==> config.mk <==
export PLATFORM = sky130hd
export DESIGN_NAME = countdown_timer_flat
export DESIGN_NICKNAME = d
export VERILOG_FILES = /design/src/rtl/countdown_timer_pkg.sv /design/src/rtl/countdown_timer_if.sv /design/src/rtl/countdown_timer_down_counter.sv /design/src/rtl/countdown_timer.sv /design/src/flat_wrapper.sv
export SDC_FILE = /design/constraint.sdc
export NUM_CORES = 1
export LEC_CHECK = 0
export CAP_MARGIN = 10
export CORE_ASPECT_RATIO = 0.5
export CORE_UTILIZATION = 30
export CTS_BUF_LIST = sky130_fd_sc_hd__clkbuf_8 sky130_fd_sc_hd__clkbuf_16
export CTS_CLUSTER_SIZE = 12
export DETAILED_ROUTE_END_ITERATION = 10
export PLACE_DENSITY = 0.62
export RECOVER_POWER = 25
export SLEW_MARGIN = 20
export SYNTH_ARGS = -nofsm -noshare
export SYNTH_HDL_FRONTEND = slang
export SYNTH_SLANG_ARGS = --single-unit
==> constraint.sdc <==
create_clock -name clk -period 2.3 [get_ports clk]
set_input_delay 0.23 -clock clk [delete_from_list [all_inputs] [get_ports clk]]
set_output_delay 0.23 -clock clk [all_outputs]
set_load 0.01 [all_outputs]
==> src/rtl/countdown_timer_pkg.sv <==
// Shared types and digit limits for the mm:ss countdown timer.
package timer_pkg;

    typedef enum logic [1:0] {
        ST_IDLE  = 2'd0,
        ST_RUN   = 2'd1,
        ST_PAUSE = 2'd2,
        ST_DONE  = 2'd3
    } state_e;

    localparam int SEC_UNITS_MAX = 9;
    localparam int SEC_TENS_MAX  = 5;
    localparam int MIN_UNITS_MAX = 9;
    localparam int MIN_TENS_MAX  = 5;

    // Seconds units sit in the LSBs, so a value of 1 is exactly 00:01.
    typedef struct packed {
        logic [2:0] zm;
        logic [3:0] um;
        logic [2:0] zs;
        logic [3:0] us;
    } time_t;

endpackage

==> src/rtl/countdown_timer_if.sv <==
// Control, load-digit and status bundle of the countdown timer.
interface countdown_timer_if;
    logic       fsm_reset;
    logic       valid;
    logic       load;
    logic       start;
    logic       pause;
    logic [3:0] ld_us;
    logic [2:0] ld_zs;
    logic [3:0] ld_um;
    logic [2:0] ld_zm;
    logic [3:0] out1;
    logic [2:0] out2;
    logic [3:0] out3;
    logic [2:0] out4;
    logic       running;
    logic       expired;
    logic       done;

    modport master (
        output fsm_reset, valid, load, start, pause, ld_us, ld_zs, ld_um, ld_zm,
        input  out1, out2, out3, out4, running, expired, done
    );

    modport slave (
        input  fsm_reset, valid, load, start, pause, ld_us, ld_zs, ld_um, ld_zm,
        output out1, out2, out3, out4, running, expired, done
    );
endinterface

==> src/rtl/countdown_timer_down_counter.sv <==
// One wrapping decimal digit: counts down to 0, then wraps to MAX and borrows.
module down_counter #(
    parameter int WIDTH = 4,
    parameter int MAX   = 9
) (
    input  logic             clk,
    input  logic             rst,
    input  logic             en,
    input  logic             load,
    input  logic [WIDTH-1:0] load_val,
    output logic [WIDTH-1:0] count_out,
    output logic             borrow_out
);

    logic [WIDTH-1:0] count_q, count_d;

    always_comb begin
        count_d = count_q;
        if (load) begin
            count_d = load_val;
        end else if (en) begin
            count_d = (count_q == '0) ? WIDTH'(MAX) : count_q - 1'b1;
        end
    end

    always_ff @(posedge clk or posedge rst) begin
        if (rst) begin
            count_q <= '0;
        end else begin
            count_q <= count_d;
        end
    end

    assign count_out  = count_q;
    assign borrow_out = (count_q == '0);

endmodule

==> src/rtl/countdown_timer.sv <==
// mm:ss countdown timer with IDLE/RUN/PAUSE/DONE control.
// Define COUNTDOWN_AUTO_RELOAD_EN to restart from the loaded value on expiry.
module countdown_timer #(
    parameter bit CLAMP_LOAD = 1'b1
) (
    input  logic             clk,
    input  logic             rst,
    countdown_timer_if.slave bus
);
    import timer_pkg::*;

    state_e state_q, state_d;
    logic   done_q, done_d;
    time_t  cur, ld_val, cnt_val;
    logic   cnt_load, dec;
    logic   b_us, b_zs, b_um, b_zm;
    logic   is_zero, is_one;
`ifdef COUNTDOWN_AUTO_RELOAD_EN
    time_t  shadow_q, shadow_d;
`endif

    function automatic logic [3:0] clamp_digit(input logic [3:0] v, input logic [3:0] mx);
        return (CLAMP_LOAD && (v > mx)) ? mx : v;
    endfunction

    assign ld_val.us = clamp_digit(bus.ld_us, 4'(SEC_UNITS_MAX));
    assign ld_val.zs = 3'(clamp_digit({1'b0, bus.ld_zs}, 4'(SEC_TENS_MAX)));
    assign ld_val.um = clamp_digit(bus.ld_um, 4'(MIN_UNITS_MAX));
    assign ld_val.zm = 3'(clamp_digit({1'b0, bus.ld_zm}, 4'(MIN_TENS_MAX)));

    // Every digit borrows exactly when it sits at zero, so all four borrows mean 00:00.
    assign is_zero = b_us & b_zs & b_um & b_zm;
    assign is_one  = (cur == 14'd1);

    always_comb begin
        state_d  = state_q;
        done_d   = 1'b0;
        cnt_load = 1'b0;
        cnt_val  = '0;
        dec      = 1'b0;
`ifdef COUNTDOWN_AUTO_RELOAD_EN
        shadow_d = shadow_q;
`endif
        if (bus.fsm_reset) begin
            state_d  = ST_IDLE;
            cnt_load = 1'b1;
        end else if (bus.load) begin
            state_d  = ST_IDLE;
            cnt_load = 1'b1;
            cnt_val  = ld_val;
`ifdef COUNTDOWN_AUTO_RELOAD_EN
            shadow_d = ld_val;
`endif
        end else begin
            case (state_q)
                ST_IDLE: begin
                    if (!bus.pause && bus.start && !is_zero) state_d = ST_RUN;
                end
                ST_RUN: begin
                    if (bus.pause) begin
                        state_d = ST_PAUSE;
                    end else if (bus.valid) begin
                        if (is_one) begin
                            done_d = 1'b1;
`ifdef COUNTDOWN_AUTO_RELOAD_EN
                            if (shadow_q != '0) begin
                                cnt_load = 1'b1;
                                cnt_val  = shadow_q;
                            end else begin
                                dec     = 1'b1;
                                state_d = ST_DONE;
                            end
`else
                            dec     = 1'b1;
                            state_d = ST_DONE;
`endif
                        end else begin
                            dec = 1'b1;
                        end
                    end
                end
                ST_PAUSE: begin
                    if (!bus.pause && bus.start) state_d = ST_RUN;
                end
                ST_DONE: ;
                default: state_d = ST_IDLE;
            endcase
        end
    end

    always_ff @(posedge clk or posedge rst) begin
        if (rst) begin
            state_q  <= ST_IDLE;
            done_q   <= 1'b0;
`ifdef COUNTDOWN_AUTO_RELOAD_EN
            shadow_q <= '0;
`endif
        end else begin
            state_q  <= state_d;
            done_q   <= done_d;
`ifdef COUNTDOWN_AUTO_RELOAD_EN
            shadow_q <= shadow_d;
`endif
        end
    end

    down_counter #(.WIDTH(4), .MAX(SEC_UNITS_MAX)) u_us (
        .clk(clk), .rst(rst), .en(dec), .load(cnt_load), .load_val(cnt_val.us),
        .count_out(cur.us), .borrow_out(b_us)
    );
    down_counter #(.WIDTH(3), .MAX(SEC_TENS_MAX)) u_zs (
        .clk(clk), .rst(rst), .en(dec & b_us), .load(cnt_load), .load_val(cnt_val.zs),
        .count_out(cur.zs), .borrow_out(b_zs)
    );
    down_counter #(.WIDTH(4), .MAX(MIN_UNITS_MAX)) u_um (
        .clk(clk), .rst(rst), .en(dec & b_us & b_zs), .load(cnt_load), .load_val(cnt_val.um),
        .count_out(cur.um), .borrow_out(b_um)
    );
    down_counter #(.WIDTH(3), .MAX(MIN_TENS_MAX)) u_zm (
        .clk(clk), .rst(rst), .en(dec & b_us & b_zs & b_um), .load(cnt_load),
        .load_val(cnt_val.zm), .count_out(cur.zm), .borrow_out(b_zm)
    );

    assign bus.out1    = cur.us;
    assign bus.out2    = cur.zs;
    assign bus.out3    = cur.um;
    assign bus.out4    = cur.zm;
    assign bus.running = (state_q == ST_RUN);
    assign bus.expired = (state_q == ST_DONE);
    assign bus.done    = done_q;

endmodule

==> src/flat_wrapper.sv <==
// flat-port wrapper written by rule: the top's interface ports become plain ports
module countdown_timer_flat import timer_pkg::*;
#(
    parameter bit CLAMP_LOAD = 1'b1
)
  (clk, rst, bus_fsm_reset, bus_valid, bus_load, bus_start, bus_pause, bus_ld_us, bus_ld_zs, bus_ld_um, bus_ld_zm, bus_out1, bus_out2, bus_out3, bus_out4, bus_running, bus_expired, bus_done);
  countdown_timer_if bus_i ();
  input  logic clk;
  input  logic rst;
  input wire logic [$bits(bus_i.fsm_reset)-1:0] bus_fsm_reset;
  input wire logic [$bits(bus_i.valid)-1:0] bus_valid;
  input wire logic [$bits(bus_i.load)-1:0] bus_load;
  input wire logic [$bits(bus_i.start)-1:0] bus_start;
  input wire logic [$bits(bus_i.pause)-1:0] bus_pause;
  input wire logic [$bits(bus_i.ld_us)-1:0] bus_ld_us;
  input wire logic [$bits(bus_i.ld_zs)-1:0] bus_ld_zs;
  input wire logic [$bits(bus_i.ld_um)-1:0] bus_ld_um;
  input wire logic [$bits(bus_i.ld_zm)-1:0] bus_ld_zm;
  output wire logic [$bits(bus_i.out1)-1:0] bus_out1;
  output wire logic [$bits(bus_i.out2)-1:0] bus_out2;
  output wire logic [$bits(bus_i.out3)-1:0] bus_out3;
  output wire logic [$bits(bus_i.out4)-1:0] bus_out4;
  output wire logic [$bits(bus_i.running)-1:0] bus_running;
  output wire logic [$bits(bus_i.expired)-1:0] bus_expired;
  output wire logic [$bits(bus_i.done)-1:0] bus_done;
  assign bus_i.fsm_reset = bus_fsm_reset;
  assign bus_i.valid = bus_valid;
  assign bus_i.load = bus_load;
  assign bus_i.start = bus_start;
  assign bus_i.pause = bus_pause;
  assign bus_i.ld_us = bus_ld_us;
  assign bus_i.ld_zs = bus_ld_zs;
  assign bus_i.ld_um = bus_ld_um;
  assign bus_i.ld_zm = bus_ld_zm;
  assign bus_out1 = bus_i.out1;
  assign bus_out2 = bus_i.out2;
  assign bus_out3 = bus_i.out3;
  assign bus_out4 = bus_i.out4;
  assign bus_running = bus_i.running;
  assign bus_expired = bus_i.expired;
  assign bus_done = bus_i.done;
  countdown_timer #(.CLAMP_LOAD(CLAMP_LOAD)) u_core (.clk(clk), .rst(rst), .bus(bus_i));
endmodule
## After elaboration in Yosys (flattened, before gate mapping)

Cells that the tools add are included.

| storage, ports and cells | value |
|---|---|
| output and inout port bits | 17 |
| register bits | 17 |

| operators by class | value |
|---|---|
| $add $sub $neg | 4 |
| mux-type cells | 39 |
| bitwise operators | 6 |
| magnitude comparators | 4 |
| reduce and logical (&&, ||, !) cells | 15 |
| equal/unequal tests | 8 |

Operators with widths:

| operator | number |
|---|---|
| $mux 4 | 8 |
| $mux 14 | 2 |
| $mux 3 | 8 |
| $eq 14x1->1 const B | 1 |
| $mux 2 | 7 |
| $mux 1 | 13 |
| $gt 4x4->1 const B | 2 |
| $logic_not 4->1 | 2 |
| $ne 4x3->1 const B | 2 |
| $reduce_bool 2->1 | 4 |
| $sub 4x1->4 const B | 2 |
| $and 1x1->1 | 6 |
| $gt 3x3->1 const B | 2 |
| $logic_not 3->1 | 2 |
| $pmux 2 s3 | 1 |
| $sub 3x1->3 const B | 2 |
| $ne 5x4->1 const B | 1 |
| $ne 5x5->1 const B | 1 |
| $reduce_and 5->1 | 1 |
| $reduce_bool 5->1 | 1 |
| $eq 2x2->1 const B | 2 |
| $eq 2x1->1 const B | 1 |
| $logic_and 1x1->1 | 2 |
| $logic_not 1->1 | 2 |
| $logic_not 2->1 | 1 |

## Logic depth before layout (Yosys ltp)

Gate-level depths: netlist of run 1.

| logic depth | value |
|---|---|
| depth in word-level cells | 10 |
| gate-level depth with buffers | 5 |
| mapped depth without buffers | 4 |

## Hierarchy

A second synthesis of run 1 with hierarchy kept.

| unflattened totals | value |
|---|---|
| cell total of the unflattened synthesis | 135 |
| area total of the unflattened synthesis | 1176.1 um^2 |

Modules (own cells, without submodules):

| module | area each (um^2) | times used | sequential area each (um^2) | cells each |
|---|---|---|---|---|
| down_counter (u_core.u_um ...) | 225.2 | 2 | 100.1 | 23 |
| countdown_timer | 365.4 | 1 | 75.1 | 51 |
| down_counter (u_core.u_zm ...) | 180.2 | 2 | 75.1 | 19 |

## Worst setup path before layout of run 1

Ideal clock, no wire load.

| timing | value |
|---|---|
| kind | register to register |
| start point | register u_core.u_us.count_q[1], in the netlist u_core.u_us.count_out[1] |
| end point | register u_core.u_um.count_q[1], in the netlist u_core.u_um.count_out[1] |
| period minus slack after synthesis | 2.215 ns |
| data arrival time | 2.133 ns |
| stages on the path, launching flop included | 6 |
| buffers on the path | 1 |
| setup slack | 0.085 ns |
| path through | dfrtp_1 -> or4_1 -> buf_2 -> or3_4 -> or4_1 -> a31oi_1 |

| on the way | value |
|---|---|
| longest elaborated chain between the ends | 4 |

RTL lines:

| item | line | source |
|---|---|---|
| start: declaration | countdown_timer_down_counter.sv:15 | `logic [WIDTH-1:0] count_q, count_d;` |
| start signal: assignment | countdown_timer_down_counter.sv:30 | `count_q <= count_d;` |
| $logic_not 4->1 | countdown_timer_down_counter.sv:35 | `assign borrow_out = (count_q == '0);` |
| $and 1x1->1 (2 in a row) | countdown_timer.sv:116 | `.clk(clk), .rst(rst), .en(dec & b_us & b_zs), .load(cnt_load), .load_val(cnt_val.um),` |
| $reduce_bool 2->1 (no line) | - |  |
| end signal: assignment | countdown_timer_down_counter.sv:30 |  |
| end: declaration | countdown_timer_down_counter.sv:15 |  |

Every way passes these cells.
A chain may end at the register's enable or synchronous reset.

## Worst setup path in the final report of run 1

| timing | value |
|---|---|
| start point | register u_core.state_q[1] |
| end point | register u_core.u_um.count_q[1], in the netlist u_core.u_um.count_out[1] |

| on the way | value |
|---|---|
| longest elaborated chain between the ends | 7 |

RTL lines:

| item | line | source |
|---|---|---|
| start: declaration | countdown_timer.sv:12 | `state_e state_q, state_d;` |
| start signal: assignment | countdown_timer.sv:99 | `state_q <= state_d;` |
| $eq 2x1->1 | countdown_timer.sv:55 | `case (state_q)` |
| $mux 1 | countdown_timer.sv:55 |  |
| $mux 1 | countdown_timer.sv:47 | `end else if (bus.load) begin` |
| $mux 1 | countdown_timer.sv:44 | `if (bus.fsm_reset) begin` |
| $and 1x1->1 (2 in a row) | countdown_timer.sv:116 |  |
| $reduce_bool 2->1 (no line) | - |  |

Every way passes these cells.

==> flow_metrics.py, run 1 <==
metrics = {
    "synthesis": {
        "ys_async_sr_fraction_pct": 100.0,
        "synth_cells": 117,
        "synth_top_area_share_pct": 40.43,
        "synth_area_leaders": "dfrtp_1 (40%), nor2_1 (3.6%), a21oi_1 (3.3%)",
        "yosysWarnings": 0,
        "syn_area_um2": 1052,
        "synth-seq-area-share_pct": 40.43,
        "synth-edff-count": 0,
        "synth_area_per_cell_um2": 8.994,
        "synthFlopType": "dfrtp_1",
        "ys_types": 38,
        "ys_ff_latch": 17,
        "synth.net_count": 138,
        "yosysTopAreaCell": "dfrtp_1",
    },
    "floorplanning": {
        "std_cell_rows": 14,
        "die_h_um": 43.88,
        "die_area_um2": 3763,
        "initial_core_util_pct": 33.19,
        "die_x_um": 85.76,
        "io_pins": 38,
        "core_um2": 3171,
    },
    "worst_hold_path": {
        "hold_path_class": "in2async",
    },
    "sta": {
        "fin_skew_ns": 0.006809,
        "worstMarginPinSlew_ns": 0.6870,
        "hold_viol": 0,
        "slew_headroom_pct": 54.15,
        "drv_slew": 0,
        "grt_setup_unrepaired": "false",
        "timing.fmax_ghz": 0.4557,
        "finalSetupTns_ns": 0,
        "hold_slack_ns": 0.5161,
        "fin_crit_ns": 2.194,
        "post-route-period-util_pct": 95.41,
        "final.setup.worst_slack_ns": 0.1056,
        "setup_viol": 0,
    },
    "setup_path": {
        "end_kind": "register",
        "start_kind": "register",
        "cp.required_ns": 2.48,
        "critPathMaxFanout": 7,
        "reg2reg_slack_ns": 0.11,
        "cp.arrival_ns": 2.37,
        "critPathKind": "reg2reg",
    },
    "run": {
        "drv_cap": 0,
    },
    "clock_tree": {
        "clk_pin_slew_ns": 0.07,
        "ctsLongestPathBuffers": 2,
        "cts_setup_buffers": 0,
        "clockRootBuffer": "clkbuf_8",
        "cts-buffers-inserted": 3,
        "worstSkewPairLatency_ns": 0.25,
        "cts_tree": "built",
        "cts_hold_buf": 0,
        "htree_levels": 1,
        "cts.repair.resized": 0,
        "cts_sinks": 17,
    },
    "global_routing": {
        "grt_pass1_vias": 1013,
        "grtUsageTotal_pct": 16.90,
        "grt_pass1_wl_um": 4802,
        "antenna_found_initial": 0,
        "grt_max_degree": 18,
        "globalRouteOverflowTotal": 0,
    },
    "cells_and_area": {
        "diodes": 0,
        "areaGrowthSynthToFinish_pct": 51.13,
        "drive_above_1_share_pct": 11.59,
        "nNetsFinal": 186,
    },
    "place": {
        "hpwl_um": 2199,
        "place_ws_ns": -0.1379,
        "numPortBuffers": 37,
        "place.gp.congestion": 0.7465,
    },
    "detailed_routing": {
        "drc": 0,
        "vias": 1084,
        "drt_pass1_iterations": 4,
        "routedWlPerCell_um": 13.69,
        "drt_iter0_markers": 58,
        "avgViaCountPerCell": 5.113,
        "wirelength_um": 2902,
        "ant_nets": 0,
    },
    "outcome": {
        "outcome": "finished, final reports clean",
    },
    "power": {
        "leakage_nw": 0.6213,
        "power_mw": 0.7450,
        "ir_worst_vdd_mv": 0.2620,
        "p_per_area_nw_per_um2": 468.5,
    },
}
worst max-delay path, cell delays in order, from the launching register on:
cell and delay (ns):
dfrtp_1 0.44, or4bb_1 0.57, or3_4 0.42, or4_1 0.51, a31oi_1 0.18
synth_stat cells, types with 4 or more instances:
master	number
dfrtp_1	17
nor2_1	10
a21oi_1	7
nor3_1	6
inv_1	5
nor2b_1	5
nor4_1	5
a211oi_1	4
clkbuf_1	4
o21ai_0	4
xnor2_1	4
cell usage in the layout (no fill, tap or decap), drive strengths merged, types with 2 or more instances in the layout:
cell,n
o21a,3
a221oi,2
a31oi,2
nand3b,3
nor4b,2
a211oi,4
a21oi,7
o21bai,2
or3,2
nor3,7
o21ai,4
mux2i,2
nand4,2
buf,11
nor4,5
xnor2,4
nor2,10
clkbuf,3
or4,3
or2,3
nand2,3
nor2b,5
clkdlybuf4s50,36
dfrtp,17
o211ai,2
inv,6
o32ai,3
worst paths after layout:
kind,startpoint,to,cells after the start
max in group asynchronous,rst,u_core.u_zs.count_out[0],2
setup reg to reg,u_core.state_q[1],u_core.u_um.count_out[1],4
hold reg to reg,u_core.u_zm.count_out[1],u_core.u_zm.count_out[1],2
setup / recovery,u_core.state_q[1],u_core.u_um.count_out[1],4
min in group clk,bus_ld_us[2],u_core.u_us.count_out[2],3
hold / removal,rst,u_core.state_q[0],2
registers in the layout (all words and copies together) (netlist names):
| signal | cells |
|---|---|
| u_core.bus.done | 1 |
| u_core.state_q | 2 |
| u_core.u_um.count_out | 4 |
| u_core.u_us.count_out | 4 |
| u_core.u_zm.count_out | 3 |
| u_core.u_zs.count_out | 3 |
per-layer routing:
metal / global-route usage [%] / vias up / routed length (um)
li1: - / 537 / -
met1: 23.19 / 511 / 1423
met2: 26.56 / 34 / 1267
met3: 4.571 / 2 / 191
met4: 4.667 / 0 / 19
met5: 0 / - / 0
layout make-up:
type	count	area [um^2]
multi-input combinational	89	584.3
clock inverter	1	3.754
fill	306	1580
sequential	17	425.4
inverter	6	22.52
tap	48	60.06
clock buffer	3	41.29
timing repair buffer	48	452.9
power by group:
group | switching [mW] | internal (mW) | total [mW] | leakage [nW]
combinational | 0.0862 | 0.103 | 0.189 | 0.368
sequential | 0.0164 | 0.313 | 0.330 | 0.227
clock | 0.107 | 0.119 | 0.226 | 0.0269
total | 0.210 | 0.535 | 0.745 | 0.621
cells by family after synthesis:
| group | count (synthesis) | share of synthesized area (%) |
|---|---|---|
| AO/OA/AOI/OAI | 33 | 21.76 |
| XOR/XNOR | 5 | 4.162 |
| buffers and inverters | 11 | 4.042 |
| flip-flops | 17 | 40.43 |
| multiplexers | 2 | 1.903 |
| AND/OR/NAND/NOR | 49 | 27.71 |
through the flow:
| stage | cells | util [%] | instance area, um^2 |
|---|---|---|---|
| 2_1_floorplan | 117 | - | 1052 |
| 5_1_grt | 212 | 50.16 | 1590 |
| 6_report | 212 | 50.16 | 1590 |
| 4_1_cts | 212 | 50.16 | 1590 |
| 3_5_place_dp | 208 | 48.74 | 1545 |
| 3_3_place_gp | 208 | 48.74 | 1545 |
Note: power is estimated with default switching activity, not from simulation.
==> inputs of run 2 (changes only) <==
--- a/config.mk
+++ b/config.mk
@@ -13,6 +13,7 @@
 export DETAILED_ROUTE_END_ITERATION = 10
 export PLACE_DENSITY = 0.62
 export RECOVER_POWER = 25
+export SETUP_SLACK_MARGIN = 0.5
 export SLEW_MARGIN = 20
 export SYNTH_ARGS = -nofsm -noshare
 export SYNTH_HDL_FRONTEND = slang
==> constraint.sdc (replaced) <==
create_clock -name clk -period 2.7 [get_ports clk]
set_input_delay 0.27 -clock clk [delete_from_list [all_inputs] [get_ports clk]]
set_output_delay 0.27 -clock clk [all_outputs]
set_load 0.01 [all_outputs]
==> run 2 against run 1 <==
Effect of this change:
- critical path depth is 1 higher
- combinational power decreased by 19%
- design area down 1.9%
- sequential power down 14%
- critical endpoint unchanged
- non-clock buffer count fell by 6
- worst setup slack improved by 0.45 ns
- clock power decreased by 15%
- clock-buffer cell count stayed put
- largest power group unchanged
- clock skew barely moved
==> flow_metrics.py, run 2 (synthesized netlist as in run 1, its figures left out) <==
metrics = {
    "global_routing": {
        "grt_pass1_vias": 954,
        "antenna_found_initial": 0,
        "globalRouteOverflowTotal": 0,
        "grt_max_degree": 18,
        "grtUsageTotal_pct": 16.31,
        "grt_pass1_wl_um": 4636,
    },
    "setup_path": {
        "end_kind": "register",
        "start_kind": "primary input",
        "reg2reg_slack_ns": 0.57,
        "cp.arrival_ns": 2.32,
        "reg2reg_depth": 4,
        "critPathCapture": "u_core.u_um.count_out[1]",
        "cp.required_ns": 2.88,
        "critical_path.startpoint": "bus_valid",
        "critPathMaxFanout": 3,
        "r2r_start": "u_core.state_q[1]",
        "r2r-end": "u_core.u_um.count_out[1]",
        "critPathKind": "in2reg",
    },
    "detailed_routing": {
        "routedWlPerCell_um": 13.70,
        "drt_pass1_iterations": 4,
        "avgViaCountPerCell": 5.126,
        "wirelength_um": 2823,
        "ant_nets": 0,
        "drt_iter0_markers": 56,
        "vias": 1056,
        "drc": 0,
    },
    "cells_and_area": {
        "areaGrowthSynthToFinish_pct": 48.28,
        "ff_latch_area_um2": 430.4,
        "diodes": 0,
        "mostFrequentLayoutCells": "clkdlybuf4s50_1 (36), dfrtp_1 (13), nor2_1 (10), a21oi_1 (7)",
        "fillers": 303,
        "nNetsFinal": 180,
        "final_common_cell": "clkdlybuf4s50_1",
        "drive_above_1_share_pct": 12.03,
        "final_cell_count_no_fill": 206,
        "multi_input_area_um2": 594.3,
    },
    "place": {
        "place.gp.congestion": 0.7655,
        "numPortBuffers": 37,
        "place_inst": 202,
        "place_ws_ns": 0.2802,
        "hpwl_um": 2129,
    },
    "sta": {
        "final.setup.worst_slack_ns": 0.5589,
        "hold_slack_ns": 0.5447,
        "slew_headroom_pct": 55.15,
        "drv_slew": 0,
        "hold_viol": 0,
        "post-route-period-util_pct": 79.30,
        "finalSetupTns_ns": 0,
        "timing.fmax_ghz": 0.4670,
        "setup_viol": 0,
        "fin_skew_ns": 0.007090,
        "grt_setup_unrepaired": "false",
        "fin_crit_ns": 2.141,
        "worstMarginPinSlew_ns": 0.6720,
    },
    "floorplanning": {
        "die_h_um": 43.88,
        "io_pins": 38,
        "core_um2": 3171,
        "initial_core_util_pct": 33.19,
        "die_x_um": 85.76,
        "std_cell_rows": 14,
        "die_area_um2": 3763,
    },
    "clock_tree": {
        "clockRootBuffer": "clkbuf_8",
        "cts_tree": "built",
        "worstSkewPairLatency_ns": 0.26,
        "htree_levels": 1,
        "cts_sinks": 17,
        "ctsLongestPathBuffers": 2,
        "cts-buffers-inserted": 3,
        "cts.repair.resized": 0,
        "clk_pin_slew_ns": 0.07,
        "cts_hold_buf": 0,
        "cts_setup_buffers": 0,
    },
    "power": {
        "power_mw": 0.6322,
        "leakage_nw": 0.5842,
        "ir_worst_vdd_mv": 0.1685,
        "p_per_area_nw_per_um2": 405.2,
    },
    "outcome": {
        "outcome": "finished, final reports clean",
    },
    "run": {
        "drv_cap": 0,
    },
    "worst_hold_path": {
        "hold_path_class": "in2async",
    },
}
run 2: how the worst min path moves through the flow:
stage,startpoint,end,slack (ns),depth (start not counted)
3_5_place_dp,u_core.u_zm.count_out[1],u_core.u_zm.count_out[1],0.59,2
2_1_floorplan,rst,u_core.bus.done,0.20,1
6_report,rst,u_core.u_um.count_out[1],0.54,2
5_1_grt,bus_ld_us[2],u_core.u_us.count_out[2],0.61,3
4_1_cts,rst,u_core.state_q[0],0.44,2
3_3_place_gp,u_core.u_zm.count_out[0],u_core.u_zm.count_out[1],0.58,2
run 2: final cells by class:
cell class	count	share of cell area [%]
well taps	48	3.849
clock buffers	3	2.646
clock inverters	1	0.2406
repair buffers	42	26.14
flip-flops and latches	17	27.59
inverters	6	1.443
multi-input cells	89	38.09
run 2: metrics by stage:
| step | instance area, um^2 | utilization [%] |
|---|---|---|
| floorplan | 1061 | - |
| global route | 1560 | 49.21 |
| finish | 1560 | 49.21 |
| global placement | 1503 | 47.40 |
| CTS | 1548 | 48.82 |
| detailed placement | 1503 | 47.40 |
run 2: where the power goes:
group | switching, mW | internal (mW) | leakage [nW]
combinational | 0.0693 | 0.0840 | 0.337
clock | 0.0923 | 0.101 | 0.0269
sequential | 0.0179 | 0.268 | 0.221
run 2: critical path: stages:
cell             delay [ns]
clkdlybuf4s50_1        0.47
or4bb_1                0.52
or3_4                  0.42
or4_1                  0.50
a31oi_1                0.14
run 2: routing by layer:
layer | global-route usage (%) | wire length, um | up-vias
li1 | - | - | 524
met1 | 23.54 | 1423 | 498
met2 | 25.28 | 1222 | 32
met3 | 3.048 | 155 | 2
met4 | 4.333 | 23 | 0
met5 | 0 | 0 | -
==> inputs of run 3 (changes only) <==
--- a/config.mk
+++ b/config.mk
@@ -11,7 +11,7 @@
 export CTS_BUF_LIST = sky130_fd_sc_hd__clkbuf_8 sky130_fd_sc_hd__clkbuf_16
 export CTS_CLUSTER_SIZE = 12
 export DETAILED_ROUTE_END_ITERATION = 10
-export PLACE_DENSITY = 0.62
+export PLACE_DENSITY = 0.64
 export RECOVER_POWER = 25
 export SETUP_SLACK_MARGIN = 0.5
 export SLEW_MARGIN = 20
==> constraint.sdc (replaced) <==
create_clock -name clk -period 1.9 [get_ports clk]
set_input_delay 0.19 -clock clk [delete_from_list [all_inputs] [get_ports clk]]
set_output_delay 0.19 -clock clk [all_outputs]
set_load 0.01 [all_outputs]
==> run 3 against run 2 <==
Effect of this change:
- the flow now finishes with violations (negative setup slack)
- design area is 20% higher
- via count is 11% higher
- power is 52% higher
- worst setup slack worse by 0.63 ns
- sequential power is 38% higher
- register-to-register slack worse by 0.64 ns
- largest power group unchanged
- highest routed layer unchanged
==> flow_metrics.py, run 3 (synthesized netlist as in run 1, its figures left out) <==
metrics = {
    "clock_tree": {
        "worstSkewPairLatency_ns": 0.26,
        "clk_pin_slew_ns": 0.07,
        "cts_hold_buf": 0,
        "clockRootBuffer": "clkbuf_8",
        "cts_sinks": 17,
        "ctsLongestPathBuffers": 2,
        "htree_levels": 1,
        "cts_tree": "built",
        "cts-buffers-inserted": 3,
    },
    "outcome": {
        "outcome": "complete, but fails checks",
        "failed_checks": "negative setup slack",
    },
    "global_routing": {
        "globalRouteOverflowTotal": 0,
        "grtUsageTotal_pct": 18.62,
        "grt_pass1_wl_um": 5216,
        "grt_pass1_vias": 1100,
        "grt_max_degree": 18,
        "antenna_found_initial": 0,
    },
    "place": {
        "numPortBuffers": 37,
        "hpwl_um": 2292,
        "place_inst": 217,
        "place.gp.congestion": 0.8274,
    },
    "detailed_routing": {
        "routedWlPerCell_um": 14.52,
        "avgViaCountPerCell": 5.135,
        "drc": 0,
        "drt_pass1_iterations": 4,
        "vias": 1176,
        "drt_iter0_markers": 46,
        "ant_nets": 0,
        "wirelength_um": 3326,
    },
    "sta": {
        "fin_crit_ns": 1.970,
        "slew_headroom_pct": 35.92,
        "fin_skew_ns": 0.008185,
        "grt_setup_unrepaired": "true",
        "post-route-period-util_pct": 103.7,
        "setup_viol": 2,
        "drv_slew": 0,
        "worstMarginPinSlew_ns": 0.9613,
        "hold_viol": 0,
        "timing.fmax_ghz": 0.5075,
        "final.setup.worst_slack_ns": -0.07049,
        "finalSetupTns_ns": -0.08720,
    },
    "cells_and_area": {
        "mostFrequentLayoutCells": "clkdlybuf4s50_1 (23), buf_4 (21), dfrtp_1 (14), dlygate4sd2_1 (11), nor2_1 (10)",
        "areaGrowthSynthToFinish_pct": 78.60,
        "nNetsFinal": 203,
        "final_common_cell": "clkdlybuf4s50_1",
        "diodes": 0,
        "drive_above_1_share_pct": 31.49,
        "final_cell_count_no_fill": 229,
    },
    "floorplanning": {
        "std_cell_rows": 14,
        "die_area_um2": 3763,
        "die_x_um": 85.76,
        "io_pins": 38,
        "die_h_um": 43.88,
        "core_um2": 3171,
        "initial_core_util_pct": 33.19,
    },
    "worst_hold_path": {
        "whs_path_depth": 3,
        "hold_path_class": "in2reg",
    },
    "power": {
        "ir_worst_vdd_mv": 0.2435,
        "power_mw": 0.9588,
        "p_per_area_nw_per_um2": 510.2,
        "leakage_nw": 0.7866,
    },
    "setup_path": {
        "critPathMaxFanout": 3,
        "slowest_stage": "or4bb_4",
        "critPathKind": "reg2reg",
        "end_kind": "register",
        "start_kind": "register",
        "reg2reg_depth": 4,
        "crit_chain": "or4bb_4 > or3_4 > or4_4 > a31oi_1",
        "slowest_delay_ns": 0.54,
        "cp.required_ns": 2.08,
        "cp.arrival_ns": 2.15,
    },
    "run": {
        "drv_cap": 0,
    },
}
run 3: changes by cell type in the layout (fill, tap and decap cells not counted), sizes merged:
| cell | before | now |
|---|---|---|
| buf | 5 | 27 |
| clkbuf | 3 | 4 |
| clkdlybuf4s15 | 0 | 1 |
| clkdlybuf4s50 | 36 | 23 |
| dlygate4sd2 | 0 | 11 |
| dlymetal6s2s | 0 | 1 |
run 3: final cells by class:
class | instances | area, um^2
multi-input cells | 89 | 739.5
repair buffers | 65 | 583.1
clock inverters | 1 | 3.754
clock buffers | 3 | 41.29
inverters | 6 | 22.52
well taps | 48 | 60.06
flip-flops and latches | 17 | 429.2
fillers | 281 | 1291
run 3: what timing repair did:
| item | CTS | global route |
|---|---|---|
| cloned | 1 | 0 |
| pin swaps | 9 | 14 |
| endpoints found under the setup margin | 31 | 20 |
| endpoints found under the hold margin | 0 | 0 |
| setup buffers | 5 | 2 |
| gates resized for setup | 26 | 16 |
run 3: final timing paths:
| kind | start | end | slack [ns] |
|---|---|---|---|
| setup reg to reg | u_core.state_q[1] | u_core.u_um.count_out[1] | -0.07 |
| hold reg to reg | u_core.u_zm.count_out[1] | u_core.u_zm.count_out[1] | 0.59 |
| max in group asynchronous | rst | u_core.u_us.count_out[3] | 0.59 |
| setup / recovery | u_core.state_q[1] | u_core.u_um.count_out[1] | -0.07 |
| min in group asynchronous | rst | u_core.bus.done | 0.65 |
| hold / removal | bus_ld_zs[1] | u_core.u_zs.count_out[1] | 0.53 |
run 3: per-layer routing:
metal | wire length (um) | GRT usage (%) | up-vias | part of all wire [%]
met1 | 1570 | 25.59 | 569 | 47
met5 | 0 | 0 | - | 0
met3 | 130 | 3.429 | 2 | 3.9
met4 | 19 | 5.000 | 0 | 0.57
met2 | 1606 | 30.72 | 30 | 48
li1 | - | - | 575 | -
run 3: where the power goes:
group | internal [mW] | total, mW | leakage, nW | switching, mW
registers | 0.380 | 0.392 | 0.223 | 0.0115
logic | 0.148 | 0.295 | 0.537 | 0.147
clock network | 0.144 | 0.272 | 0.0269 | 0.129
run 3: worst max-delay path, delay by kind of cell, from the launching register on:
family / cells / cell delay, ns
compound gates: 1 / 0.15
simple gates: 3 / 1.35
flops: 1 / 0.40
run 3: metrics by stage:
stage	area [um^2]	util, %	setup slack (ns)	hold slack [ns]
final	1879	59.27	-0.07049	0.5345
after detailed placement	1645	51.89	-0.3963	0.5285
after global placement	1645	51.89	-0.3761	0.5217
after floorplan	1101	-	-0.2722	0.1159
after global routing	1879	59.27	-0.1057	0.5547
after CTS	1787	56.35	-0.08717	0.2436
